==> config.mk <==
export PLATFORM = sky130hd
export DESIGN_NAME = spi_shift_engine
export DESIGN_NICKNAME = d
export VERILOG_FILES = /design/src/rtl/spi_shift_engine.sv
export SDC_FILE = /design/constraint.sdc
export NUM_CORES = 1
export LEC_CHECK = 0
export CORE_MARGIN = 2
export CORE_UTILIZATION = 30
export CTS_CLUSTER_DIAMETER = 80
export CTS_CLUSTER_SIZE = 24
export DETAILED_ROUTE_END_ITERATION = 6
export GPL_ROUTABILITY_DRIVEN = 0
export HOLD_SLACK_MARGIN = 0.02
export SYNTH_ARGS = -nofsm -noshare
export SYNTH_HDL_FRONTEND = slang
export SYNTH_SLANG_ARGS = --single-unit
==> constraint.sdc <==
create_clock -name clk -period 8.7 [get_ports clk]
set_input_delay 2.61 -clock clk [delete_from_list [all_inputs] [get_ports clk]]
set_output_delay 2.61 -clock clk [all_outputs]
set_load 0.05 [all_outputs]
==> src/rtl/spi_shift_engine.sv <==
`default_nettype none
// ============================================================================
//  Module  : spi_shift_engine
//  Purpose : Full-duplex SPI shift engine. A loaded word is shifted out on
//            1, 2 or 4 lanes while the same number of bits is captured from
//            the input lanes. A down-counter tracks the remaining bits and a
//            one-cycle done pulse reports completion with the received word.
//  Ports   : clk, rst_n            clock / async active-low reset
//            load_valid/ready      load handshake (ready only when idle)
//            load_data/len/mode    word, bit count (clamped to SIZE), lanes
//            shift_en, abort       advance one lane group / cancel transfer
//            sdi, sdo              4-bit input / output lanes
//            busy, done            shifting / completion pulse
//            rx_data, rx_len       received word (right-aligned) and length
//  Revision: 1.0 - initial release
// ============================================================================
module spi_shift_engine #(
  parameter int SIZE      = 32,
  parameter bit MSB_FIRST = 1'b1
) (
  input  logic                       clk,
  input  logic                       rst_n,
  input  logic                       load_valid,
  output logic                       load_ready,
  input  logic [SIZE-1:0]            load_data,
  input  logic [$clog2(SIZE+1)-1:0]  load_len,
  input  logic [1:0]                 load_mode,
  input  logic                       shift_en,
  input  logic                       abort,
  input  logic [3:0]                 sdi,
  output logic [3:0]                 sdo,
  output logic                       busy,
  output logic                       done,
  output logic [SIZE-1:0]            rx_data,
  output logic [$clog2(SIZE+1)-1:0]  rx_len
);

  localparam int LW = $clog2(SIZE+1);

  typedef enum logic [1:0] {
    ST_IDLE  = 2'd0,
    ST_SHIFT = 2'd1,
    ST_FIN   = 2'd2
  } state_t;

  state_t          state_q, state_d;
  logic [SIZE-1:0] sreg_q, sreg_d;
  logic [LW-1:0]   cnt_q, cnt_d;
  logic [LW-1:0]   len_q, len_d;
  logic [2:0]      lanes_q, lanes_d;      // active lane count: 1, 2 or 4
  logic [SIZE-1:0] rx_data_q, rx_data_d;
  logic [LW-1:0]   rx_len_q, rx_len_d;

  logic [LW-1:0]   len_clamped;
  logic [LW-1:0]   step;
  logic [3:0]      sdi_used;
  logic [3:0]      sdi_top;
  logic [SIZE-1:0] rx_masked;
  logic [SIZE-1:0] rx_word;

  function automatic logic [SIZE-1:0] bit_rev(input logic [SIZE-1:0] v);
    logic [SIZE-1:0] r;
    for (int i = 0; i < SIZE; i++) begin
      r[i] = v[SIZE-1-i];
    end
    return r;
  endfunction

  assign len_clamped = (load_len > LW'(SIZE)) ? LW'(SIZE) : load_len;

  // Only the lanes in use contribute; a short final group keeps just the
  // most significant 'step' bits of that group.
  always_comb begin
    sdi_used = 4'd0;
    case (lanes_q)
      3'd2:    sdi_used = {2'b00, sdi[1:0]};
      3'd4:    sdi_used = sdi;
      default: sdi_used = {3'b000, sdi[0]};
    endcase
  end

  assign step    = (cnt_q < LW'(lanes_q)) ? cnt_q : LW'(lanes_q);
  assign sdi_top = sdi_used >> (lanes_q - step[2:0]);

  // After the last shift the received bits sit in the low len bits of the
  // shift register, first-received bit most significant.
  assign rx_masked = sreg_q & ~({SIZE{1'b1}} << len_q);
  assign rx_word   = MSB_FIRST ? rx_masked
                               : (bit_rev(rx_masked) >> (LW'(SIZE) - len_q));

  always_comb begin
    state_d   = state_q;
    sreg_d    = sreg_q;
    cnt_d     = cnt_q;
    len_d     = len_q;
    lanes_d   = lanes_q;
    rx_data_d = rx_data_q;
    rx_len_d  = rx_len_q;
    case (state_q)
      ST_IDLE: begin
        if (load_valid) begin
          sreg_d  = MSB_FIRST ? load_data : bit_rev(load_data);
          cnt_d   = len_clamped;
          len_d   = len_clamped;
          case (load_mode)
            2'b01:   lanes_d = 3'd2;
            2'b10:   lanes_d = 3'd4;
            default: lanes_d = 3'd1;
          endcase
          state_d = (len_clamped == '0) ? ST_FIN : ST_SHIFT;
        end
      end
      ST_SHIFT: begin
        if (abort) begin
          state_d = ST_IDLE;
        end else if (shift_en) begin
          sreg_d = (sreg_q << step) | SIZE'(sdi_top);
          cnt_d  = cnt_q - step;
          if (cnt_q == step) begin
            state_d = ST_FIN;
          end
        end
      end
      ST_FIN: begin
        state_d   = ST_IDLE;
        rx_data_d = rx_word;
        rx_len_d  = len_q;
      end
      default: state_d = ST_IDLE;
    endcase
  end

  always_ff @(posedge clk or negedge rst_n) begin
    if (!rst_n) begin
      state_q   <= ST_IDLE;
      sreg_q    <= '0;
      cnt_q     <= '0;
      len_q     <= '0;
      lanes_q   <= '0;
      rx_data_q <= '0;
      rx_len_q  <= '0;
    end else begin
      state_q   <= state_d;
      sreg_q    <= sreg_d;
      cnt_q     <= cnt_d;
      len_q     <= len_d;
      lanes_q   <= lanes_d;
      rx_data_q <= rx_data_d;
      rx_len_q  <= rx_len_d;
    end
  end

  always_comb begin
    sdo = 4'd0;
    if (state_q == ST_SHIFT) begin
      case (lanes_q)
        3'd2:    sdo = {2'b00, sreg_q[SIZE-1 -: 2]};
        3'd4:    sdo = sreg_q[SIZE-1 -: 4];
        default: sdo = {3'b000, sreg_q[SIZE-1]};
      endcase
    end
  end

  assign load_ready = (state_q == ST_IDLE);
  assign busy       = (state_q == ST_SHIFT);
  assign done       = (state_q == ST_FIN);
  assign rx_data    = rx_data_q;
  assign rx_len     = rx_len_q;

endmodule
`default_nettype wire

==> metrics, run 1 <==
Max-Cap Viols=0; Synth Instances=674; initial core utilization=30.3%; placed wire-length estimate=13.6 mm; number of I/O port buffers=93; number of enable-type register cells in the synthesized netlist=0; type of element capturing the critical path=output port; Data arrival, critical path=2.51 ns; critical register-to-register path endpoint=sreg_q[2]; total vias in the final route=5455; H-tree lvl count=3; fraction of post-synthesis cell area in the top cell type by area=38.6%; transition time of the tightest slew-check pin=0.831 ns; wire length after detailed routing=18.9 mm; starting DRC count in detailed routing=688; maximum number of pins on one net before global-route repair=53; maximum ir drop on the vdd rail=0.146 mV; setup TNS after final layout=0 ns; Final Hold Slack=0.465 ns; # clock sinks=87; buffers and inverters on the worst path=1; cells resized by post-CTS repair=0; Clock Pin Slew Worst Setup and Hold Paths=0.06 ns; final core area utilization=37.4%; standby leakage power=2.90 nW; r2r worst-path depth=11; Boundary Pins=94; Worst Setup Path Type=flop to output port; final-report max-slew violation count=0; number of global-route vias before repair=5231; stage delay of the slowest cell on the critical path=0.85 ns; classification of the worst-slack hold path=flop to flop; simple-gate share of the synthesized area=22.3%; syn avg cell area=8.36 um2; launch instance of the worst register-to-register path=lanes_q[2]; unrepaired setup endpoints after global routing=false; startpoint of the lowest-slack hold path=rx_data[0]; Total Nets Final=794; router iterations before antenna repair=5; top flip-flop cell by instance count after synthesis=dfrtp_1; Post CTS Setup Buffer Count=0; sequence of cells on the critical path=nand2b_1 -> a21oi_1 -> nor2_1 -> a211oi_1 -> clkdlybuf4s50_1; crit path time final=5.12 ns; worst reg2reg setup slack=4.40 ns; Chip Height=141 um; wire length per cell after detailed routing=19.4 um; highest net fanout along the worst path=11; CTS root buf=clkbuf_16; Post-CTS Hold Buffers=0; Cell variety after synth=62; TritonCTS clock tree=done; number of filler instances in the final layout=1879; Critical Path Source Type=flop; maximum clock insertion buffer count=2; synthesized netlist net count=733; share of the synthesized netlist area taken by xor and xnor gates=0.466%; die extent in x=141 um; CP delay by family, top=buffers and inverters; multiplexer fraction of the synthesized cell area=7.86%; antenna violations before repair=0; Post-route DRC=0; post-synthesis register bit count=87; total global routing track utilization=19.2%; Crit path required time=6.09 ns; Synth area leader=dfrtp_1; global-route congestion overflow total=0; outcome=finished clean; final number of setup-violating endpoints=0; fraction of registers with async set/reset=100%; clock skew=0.00676 ns; Worst path slowest cell=clkdlybuf4s50_1; TritonCTS Buffers=9; yosys synthesis warning count=0; share of post-route cells with drive strength above 1=5.41%; finished layout cell area=0.00695 mm2; Post-DRT Antenna Nets=0; area of the placeable core=0.0186 mm2; top cells by area in the synthesized netlist=dfrtp_1, nand2_1, mux2i_1; area share of fa/ha/maj cells after synthesis=2.49%; die area=0.0199 mm2; latest clock arrival within the worst-skew pair=0.35 ns; wire length of the first global-routing pass=29.7 mm; worst setup slack after layout=3.58 ns; part of the cycle the worst path needs=58.8%; sequential area share after synthesis=38.6%; achievable clock frequency=0.195 GHz; Cell Rows=50; count of endpoints failing hold in the final timing report=0; summed instance area of the synthesized netlist=0.00564 mm2; Layout area overhead=23.4%; minimum setup slack after placement=3.57 ns; largest family of logic cells by synthesized area=compound AO/OA/AOI/OAI gates; placed standard-cell area=0.00667 mm2; power density normalized to cell area=447 mW/mm2; Slew Limit Headroom=44.6%; via-per-instance ratio=5.61; most used standard cell by instance count after synthesis=nand2_1; post-synthesis compound-gate area fraction=22.7%; leading post-synthesis cells by instance count=nand2_1, dfrtp_1, o21ai_0, a21oi_1, nor2_1; number of cells traversed by the worst hold path=2; ant diodes=0; worst hold endpoint=rx_data[0]
==> cells by family (layout without fill, tap and decap cells) <==
| group | after synthesis | in the layout |
|---|---|---|
| and+or+nand+nor | 277 | 277 |
| AOI/OAI and AO/OA | 189 | 189 |
| muxes | 41 | 41 |
| adders and majority gates | 10 | 10 |
| DFF | 87 | 87 |
| xor gates and xnor gates | 3 | 3 |
| buffers and inverters | 67 | 132 |
==> worst max path at each step <==
| stage | from | end | slack (ns) | cells past startpoint |
|---|---|---|---|---|
| 2_1_floorplan | lanes_q[2] | sdo[0] | 3.92 | 5 |
| 3_3_place_gp | abort | sreg_q[29] | 3.61 | 9 |
| 3_5_place_dp | abort | sreg_q[29] | 3.57 | 9 |
| 4_1_cts | lanes_q[2] | sdo[0] | 3.58 | 5 |
| 5_1_grt | lanes_q[2] | sdo[0] | 3.45 | 5 |
| 6_report | lanes_q[2] | sdo[0] | 3.58 | 5 |
==> worst reg2reg max path: cells and delay by family, from the launching register on <==
kind,cells,cell delay [ns]
AOI/OAI and AO/OA,2,0.53
DFF,1,0.54
adders and majority gates,2,0.83
and+or+nand+nor,3,1.10
muxes,1,0.21
buffers and inverters,3,1.03
==> cell usage in the layout (no fill, tap or decap), drive strengths merged, types with 8 or more instances in the layout <==
cell type,synthesis,final
nand2b,10,10
dfrtp,87,87
and3,17,17
mux2i,37,37
a21oi,44,44
clkbuf,32,10
or3,9,9
a32o,17,17
a22oi,9,9
o21ai,55,55
nand3,35,35
buf,19,9
a221oi,11,11
inv,15,16
nor2,44,44
clkdlybuf4s50,0,92
nor3,18,18
nand2,125,125
ha,8,8
==> state kept, by name (all words and copies together), names as in the netlist <==
register  cells
len_q         6
state_q       2
lanes_q       3
rx_len        6
sreg_q       32
cnt_q         6
rx_data      32
==> cell type report <==
type                            count  area, um2  area share, %
Timing Repair Buffer              101        988           14.2
Inverter                           16       60.1          0.864
Clock buffer                       10        229           3.29
Clock inverter                      5       58.8          0.846
Tap cell                          234        293           4.21
Sequential cell                    87       2180           31.3
Multi-Input combinational cell    520       3150           45.3
==> per-layer routing <==
layer	up-vias	wire (um)	global-route usage, %
met4	0	210	4.05
met2	241	8450	29.0
li1	2578	-	-
met5	-	0	0
met1	2621	8700	28.2
met3	15	1510	4.35
==> through the flow <==
stage               total power [mW]  cells
floorplan                       2.16    674
global placement                2.70    958
detailed placement              2.71    958
CTS                             3.10    973
global route                    3.34    973
finish                          3.11    973
==> report_power, final <==
group          internal, mW  switching [mW]  leakage, nW
clock                 0.222           0.166        0.135
combinational         0.662            1.18         1.67
sequential            0.581           0.296         1.09
No activity file was read; power rests on OpenSTA's default activity.
==> run 2: changes to the inputs <==
==> constraint.sdc (replaced) <==
create_clock -name clk -period 5.4 [get_ports clk]
set_input_delay 1.62 -clock clk [delete_from_list [all_inputs] [get_ports clk]]
set_output_delay 1.62 -clock clk [all_outputs]
set_load 0.05 [all_outputs]
==> run 2 against run 1 <==
  * Combinational power grew 63%
  * Die area is the same
  * Global-route usage shrank 0.061 points
  * Wire length grew 0.83%
  * Worst hold slack gained 0.0069 ns
  * Clock skew grew 0.0027 ns
  * Sequential cell count is the same
  * Clock power grew 93%
  * First-iteration DRC count shrank 8.0%
  * Critical path type unchanged
  * Largest power group unchanged
==> metrics, run 2 (synthesis gave the netlist of run 1 again) <==
via-per-instance ratio=5.67 (+1.1%); Layout area overhead=24.9%; global-route congestion overflow total=0 (unchanged); total vias in the final route=5537 (+1.5%); final core area utilization=37.9% (+0.45 points); CP delay by family, top=buffers and inverters; Chip Height=141 um (unchanged); most used cells in the layout excluding fill and tap cells=nand2_1, clkdlybuf4s50_1, dfrtp_1; Design Power=5.17 mW (+66%); classification of the worst-slack hold path=flop to flop; maximum clock insertion buffer count=2 (unchanged); initial core utilization=30.3% (unchanged); crit path time final=4.14 ns; standby leakage power=2.95 nW (+1.6%); share of post-route cells with drive strength above 1=6.06% (+0.64 points); stage delay of the slowest cell on the critical path=0.86 ns (about the same); antenna violations before repair=0 (unchanged); CTS root buf=clkbuf_16; register area=0.00218 mm2 (unchanged); Max-Cap Viols=0 (unchanged); outcome=finished clean; launch instance of the worst register-to-register path=lanes_q[1]; Data arrival, critical path=2.52 ns (about the same); commonest non-fill, non-tap cell in the layout=nand2_1; finished layout cell area=0.00704 mm2 (+1.2%); cells resized by post-CTS repair=0 (unchanged); H-tree lvl count=3 (unchanged); Crit path required time=3.78 ns (-2.31 ns); wire length after detailed routing=19.0 mm (+0.83%); Critical Path Source Type=flop; number of I/O port buffers=93 (unchanged); final number of setup-violating endpoints=0 (unchanged); part of the cycle the worst path needs=76.7%; latest clock arrival within the worst-skew pair=0.36 ns (about the same); Post-CTS Hold Buffers=0 (unchanged); count of endpoints failing hold in the final timing report=0 (unchanged); multi-input combinational cell area=0.00315 mm2 (unchanged); ant diodes=0 (unchanged); placed standard-cell area=0.00669 mm2 (+0.34%); starting DRC count in detailed routing=633 (-8.0%); transition time of the tightest slew-check pin=0.797 ns (-0.0334 ns); Post-route DRC=0 (unchanged); worst reg2reg setup slack=1.34 ns (-3.06 ns); Total Nets Final=797 (+0.38%); type of element capturing the critical path=output port; Detail Route met2 WL=8.44 mm (about the same); highest routed layer=met4; routed length on met1=8.90 mm (+2.4%); die extent in x=141 um (unchanged); CP Launch Point=lanes_q[1]; maximum ir drop on the vdd rail=0.229 mV (+57%); die area=0.0199 mm2 (unchanged); maximum number of pins on one net before global-route repair=48 (-9.4%); area of the placeable core=0.0186 mm2 (unchanged); buffers and inverters on the worst path=1 (unchanged); final-report max-slew violation count=0 (unchanged); TritonCTS Buffers=9 (unchanged); number of filler instances in the final layout=1929 (+2.7%); Boundary Pins=94 (unchanged); sequence of cells on the critical path=nand2b_1 -> a21oi_1 -> nor2_1 -> a211oi_1 -> clkdlybuf4s50_1; startpoint of the lowest-slack hold path=rx_data[2]; highest net fanout along the worst path=8 (-3); unrepaired setup endpoints after global routing=false; Post-DRT Antenna Nets=0 (unchanged); router iterations before antenna repair=5 (unchanged); Worst Setup Path Type=flop to output port; Slew Limit Headroom=46.8% (+2.2 points); achievable clock frequency=0.241 GHz; Cell Rows=50 (unchanged); total global routing track utilization=19.2% (-0.061 points); number of global-route vias before repair=5278 (+0.90%); Clock Pin Slew Worst Setup and Hold Paths=0.07 ns (about the same); wire length of the first global-routing pass=30.0 mm (+0.72%); Post CTS Setup Buffer Count=0 (unchanged); power density normalized to cell area=735 mW/mm2 (+64%); clock skew=0.00948 ns (+0.00272 ns); Final Hold Slack=0.472 ns (+0.00685 ns); placed wire-length estimate=13.8 mm (+1.9%); Worst path slowest cell=clkdlybuf4s50_1; # clock sinks=87 (unchanged); wire length per cell after detailed routing=19.5 um (+0.42%); setup TNS after final layout=0 ns (unchanged); TritonCTS clock tree=done; Routed met3 length=1.33 mm (-12%)
==> run 2: per-layer routing <==
| layer | up-vias | GRT usage, % |
|---|---|---|
| met5 | - | 0 |
| met4 | 0 | 5.74 |
| met3 | 25 | 3.06 |
| met2 | 270 | 29.3 |
| met1 | 2660 | 27.9 |
| li1 | 2582 | - |
==> run 2: final timing paths <==
path	endpoint	cells after the start
setup / recovery	sdo[0]	5
hold / removal	rx_data[2]	2
setup reg to reg	cnt_q[4]	12
hold reg to reg	rx_data[2]	2
max in group asynchronous	sreg_q[18]	2
min in group asynchronous	rx_len[0]	1
==> run 2: metrics by stage <==
step,setup slack (ns),cells
after CTS,1.27,977
after global routing,1.04,977
after detailed placement,1.46,961
after global placement,1.54,961
after floorplan,1.61,674
final,1.26,977
==> run 2: cell type report <==
class	count	share of cell area (%)
multi-input combinational	520	44.7
clock inverter	7	1.76
clock buffer	9	3.20
sequential	87	30.9
inverter	16	0.853
timing repair buffer	104	14.4
tap	234	4.16
==> run 2: report_power, final <==
part	internal (mW)	switching [mW]
registers	0.935	0.485
clock network	0.458	0.291
logic	1.08	1.92
==> run 2: worst reg2reg max path: stages, from the launching register on <==
cell      delay (ns)
dfrtp_1         0.49
inv_1           0.20
ha_1            0.24
or3b_1          0.38
a21o_1          0.35
mux2_4          0.48
clkinv_1        0.57
ha_1            0.55
nor2b_1         0.15
nor3_1          0.18
o21ai_0         0.12
nor2b_1         0.17
a21oi_1         0.11
==> run 3: changes to the inputs <==
==> constraint.sdc (replaced) <==
create_clock -name clk -period 3.9 [get_ports clk]
set_input_delay 1.17 -clock clk [delete_from_list [all_inputs] [get_ports clk]]
set_output_delay 1.17 -clock clk [all_outputs]
set_load 0.05 [all_outputs]
==> run 3 against run 2 <==
  * Sequential share of layout area fell by 0.14 points
  * Wire length fell by 1.0%
  * Die area did not move
  * Core utilization rose by 0.18 points
  * Clock skew rose by 0.0014 ns
  * Sequential cell count did not move
  * Register-to-register slack got worse by 0.95 ns
  * Worst hold slack got worse by 0.0054 ns
  * Total power rose by 37%
  * Via count rose by 0.11%
  * Critical path type is now flop to flop
  * Largest power group unchanged
  * Highest routed layer unchanged
==> metrics, run 3 (synthesis gave the netlist of run 1 again) <==
most used cells in the layout excluding fill and tap cells=nand2_1, dfrtp_1, clkdlybuf4s50_1; Boundary Pins=94 (unchanged); CTS root buf=clkbuf_16; TritonCTS clock tree=done; wire length after detailed routing=18.8 mm (-1.0%); highest net fanout along the worst path=16 (+8); area of the placeable core=0.0186 mm2 (unchanged); antenna violations before repair=0 (unchanged); maximum clock insertion buffer count=2 (unchanged); transition time of the tightest slew-check pin=0.773 ns (-0.0240 ns); total global routing track utilization=19.2% (+0.070 points); Post-DRT Antenna Nets=0 (unchanged); cells resized by post-CTS repair=0 (unchanged); Critical Path Source Type=flop; fin cells=982 (+0.51%); share of post-route cells with drive strength above 1=7.35% (+1.3 points); Post CTS Setup Buffer Count=0 (unchanged); Worst Setup Path Type=flop to flop; TritonCTS Buffers=9 (unchanged); Max-Cap Viols=0 (unchanged); Final Hold Slack=0.466 ns (-0.00536 ns); final-report max-slew violation count=0 (unchanged); maximum number of pins on one net before global-route repair=51 (+6.3%); Inst Count DP=966 (+0.52%); achievable clock frequency=0.285 GHz; number of global-route vias before repair=5250 (-0.53%); part of the cycle the worst path needs=90.1%; latest clock arrival within the worst-skew pair=0.35 ns (about the same); unrepaired setup endpoints after global routing=false; initial core utilization=30.3% (unchanged); outcome=finished clean; Total Nets Final=802 (+0.63%); # clock sinks=87 (unchanged); Clock Pin Slew Worst Setup and Hold Paths=0.07 ns (about the same); total vias in the final route=5543 (+0.11%); ant diodes=0 (unchanged); maximum ir drop on the vdd rail=0.308 mV (+35%); Chip Height=141 um (unchanged); number of I/O port buffers=93 (unchanged); type of element capturing the critical path=flop; classification of the worst-slack hold path=flop to flop; power density normalized to cell area=1010 mW/mm2 (+37%); crit path time final=3.51 ns; placed wire-length estimate=13.8 mm (-0.30%); starting DRC count in detailed routing=531 (-16%); Crit path required time=4.17 ns (+0.39 ns); router iterations before antenna repair=5 (unchanged); Post-route DRC=0 (unchanged); setup TNS after final layout=0 ns (unchanged); global-route congestion overflow total=0 (unchanged); number of filler instances in the final layout=1886 (-2.2%); Layout area overhead=25.4%; clock skew=0.0109 ns (+0.00138 ns); H-tree lvl count=3 (unchanged); standby leakage power=2.99 nW (+1.3%); wire length per cell after detailed routing=19.2 um (-1.5%); count of endpoints failing hold in the final timing report=0 (unchanged); via-per-instance ratio=5.64 (-0.40%); Post-CTS Hold Buffers=0 (unchanged); Slew Limit Headroom=48.5% (+1.6 points); wire length of the first global-routing pass=30.0 mm (unchanged); Cell Rows=50 (unchanged); final number of setup-violating endpoints=0 (unchanged); die area=0.0199 mm2 (unchanged); die extent in x=141 um (unchanged); Data arrival, critical path=3.78 ns (+1.26 ns); commonest non-fill, non-tap cell in the layout=nand2_1
run 3: cell count changes in the layout (fill, tap and decap cells not counted):
cell	change
buf_12	+2
clkinvlp_4	-1
clkbuf_1	+1
bufinv_16	-1
clkinv_4	+2
inv_6	-3
clkdlybuf4s50_1	-6
buf_4	+9
clkbuf_8	+2
run 3: final cells by class:
class | count | area [um2] | share of cell area [%]
Clock buffer | 12 | 256 | 3.63
Multi-Input combinational cell | 520 | 3150 | 44.5
Tap cell | 234 | 293 | 4.14
Inverter | 16 | 60.1 | 0.849
Sequential cell | 87 | 2180 | 30.8
Timing Repair Buffer | 109 | 1060 | 15.0
Clock inverter | 4 | 77.6 | 1.10
run 3: power breakdown:
part	leakage, nW	internal (mW)	switching (mW)	total [mW]
clock	0.163	0.599	0.376	0.975
combinational	1.73	1.53	2.66	4.19
sequential	1.09	1.30	0.656	1.95
total	2.99	3.42	3.69	7.11
run 3: through the flow:
stage	total power [mW]	instance area, um2	setup WS, ns	utilization (%)
CTS	7.09	7070	0.422	38.1
global route	7.61	7070	0.0746	38.1
floorplan	4.81	5640	0.240	-
detailed placement	6.09	6740	0.463	36.3
finish	7.11	7070	0.387	38.1
global placement	6.07	6740	0.579	36.3
run 3: final timing paths:
| kind | from | end | slack, ns | depth (start not counted) |
|---|---|---|---|---|
| min in group asynchronous | rst_n | len_q[3] | 0.79 | 1 |
| max reg2reg | lanes_q[1] | sreg_q[2] | 0.39 | 10 |
| min reg2reg | rx_data[2] | rx_data[2] | 0.47 | 2 |
| min | rx_data[2] | rx_data[2] | 0.47 | 2 |
| max in group asynchronous | rst_n | sreg_q[14] | 2.45 | 2 |
| max | lanes_q[1] | sreg_q[2] | 0.39 | 10 |
run 3: worst max-delay path, stage by stage (launching register included):
cell      delay (ns)
dfrtp_1         0.49
inv_1           0.21
ha_1            0.25
or3b_1          0.38
a21o_1          0.35
mux2i_4         0.26
inv_2           0.26
fa_1            0.54
nor4_1          0.38
a221oi_1        0.15
nor3_1          0.15
run 3: layer usage:
layer  up-vias  part of all wire [%]  GRT usage, %
met2       232                    43          27.9
met3        28                   6.8          3.29
met1      2688                    48          29.1
met4         0                   2.2          5.95
met5         -                     0             0
li1       2595                     -             -
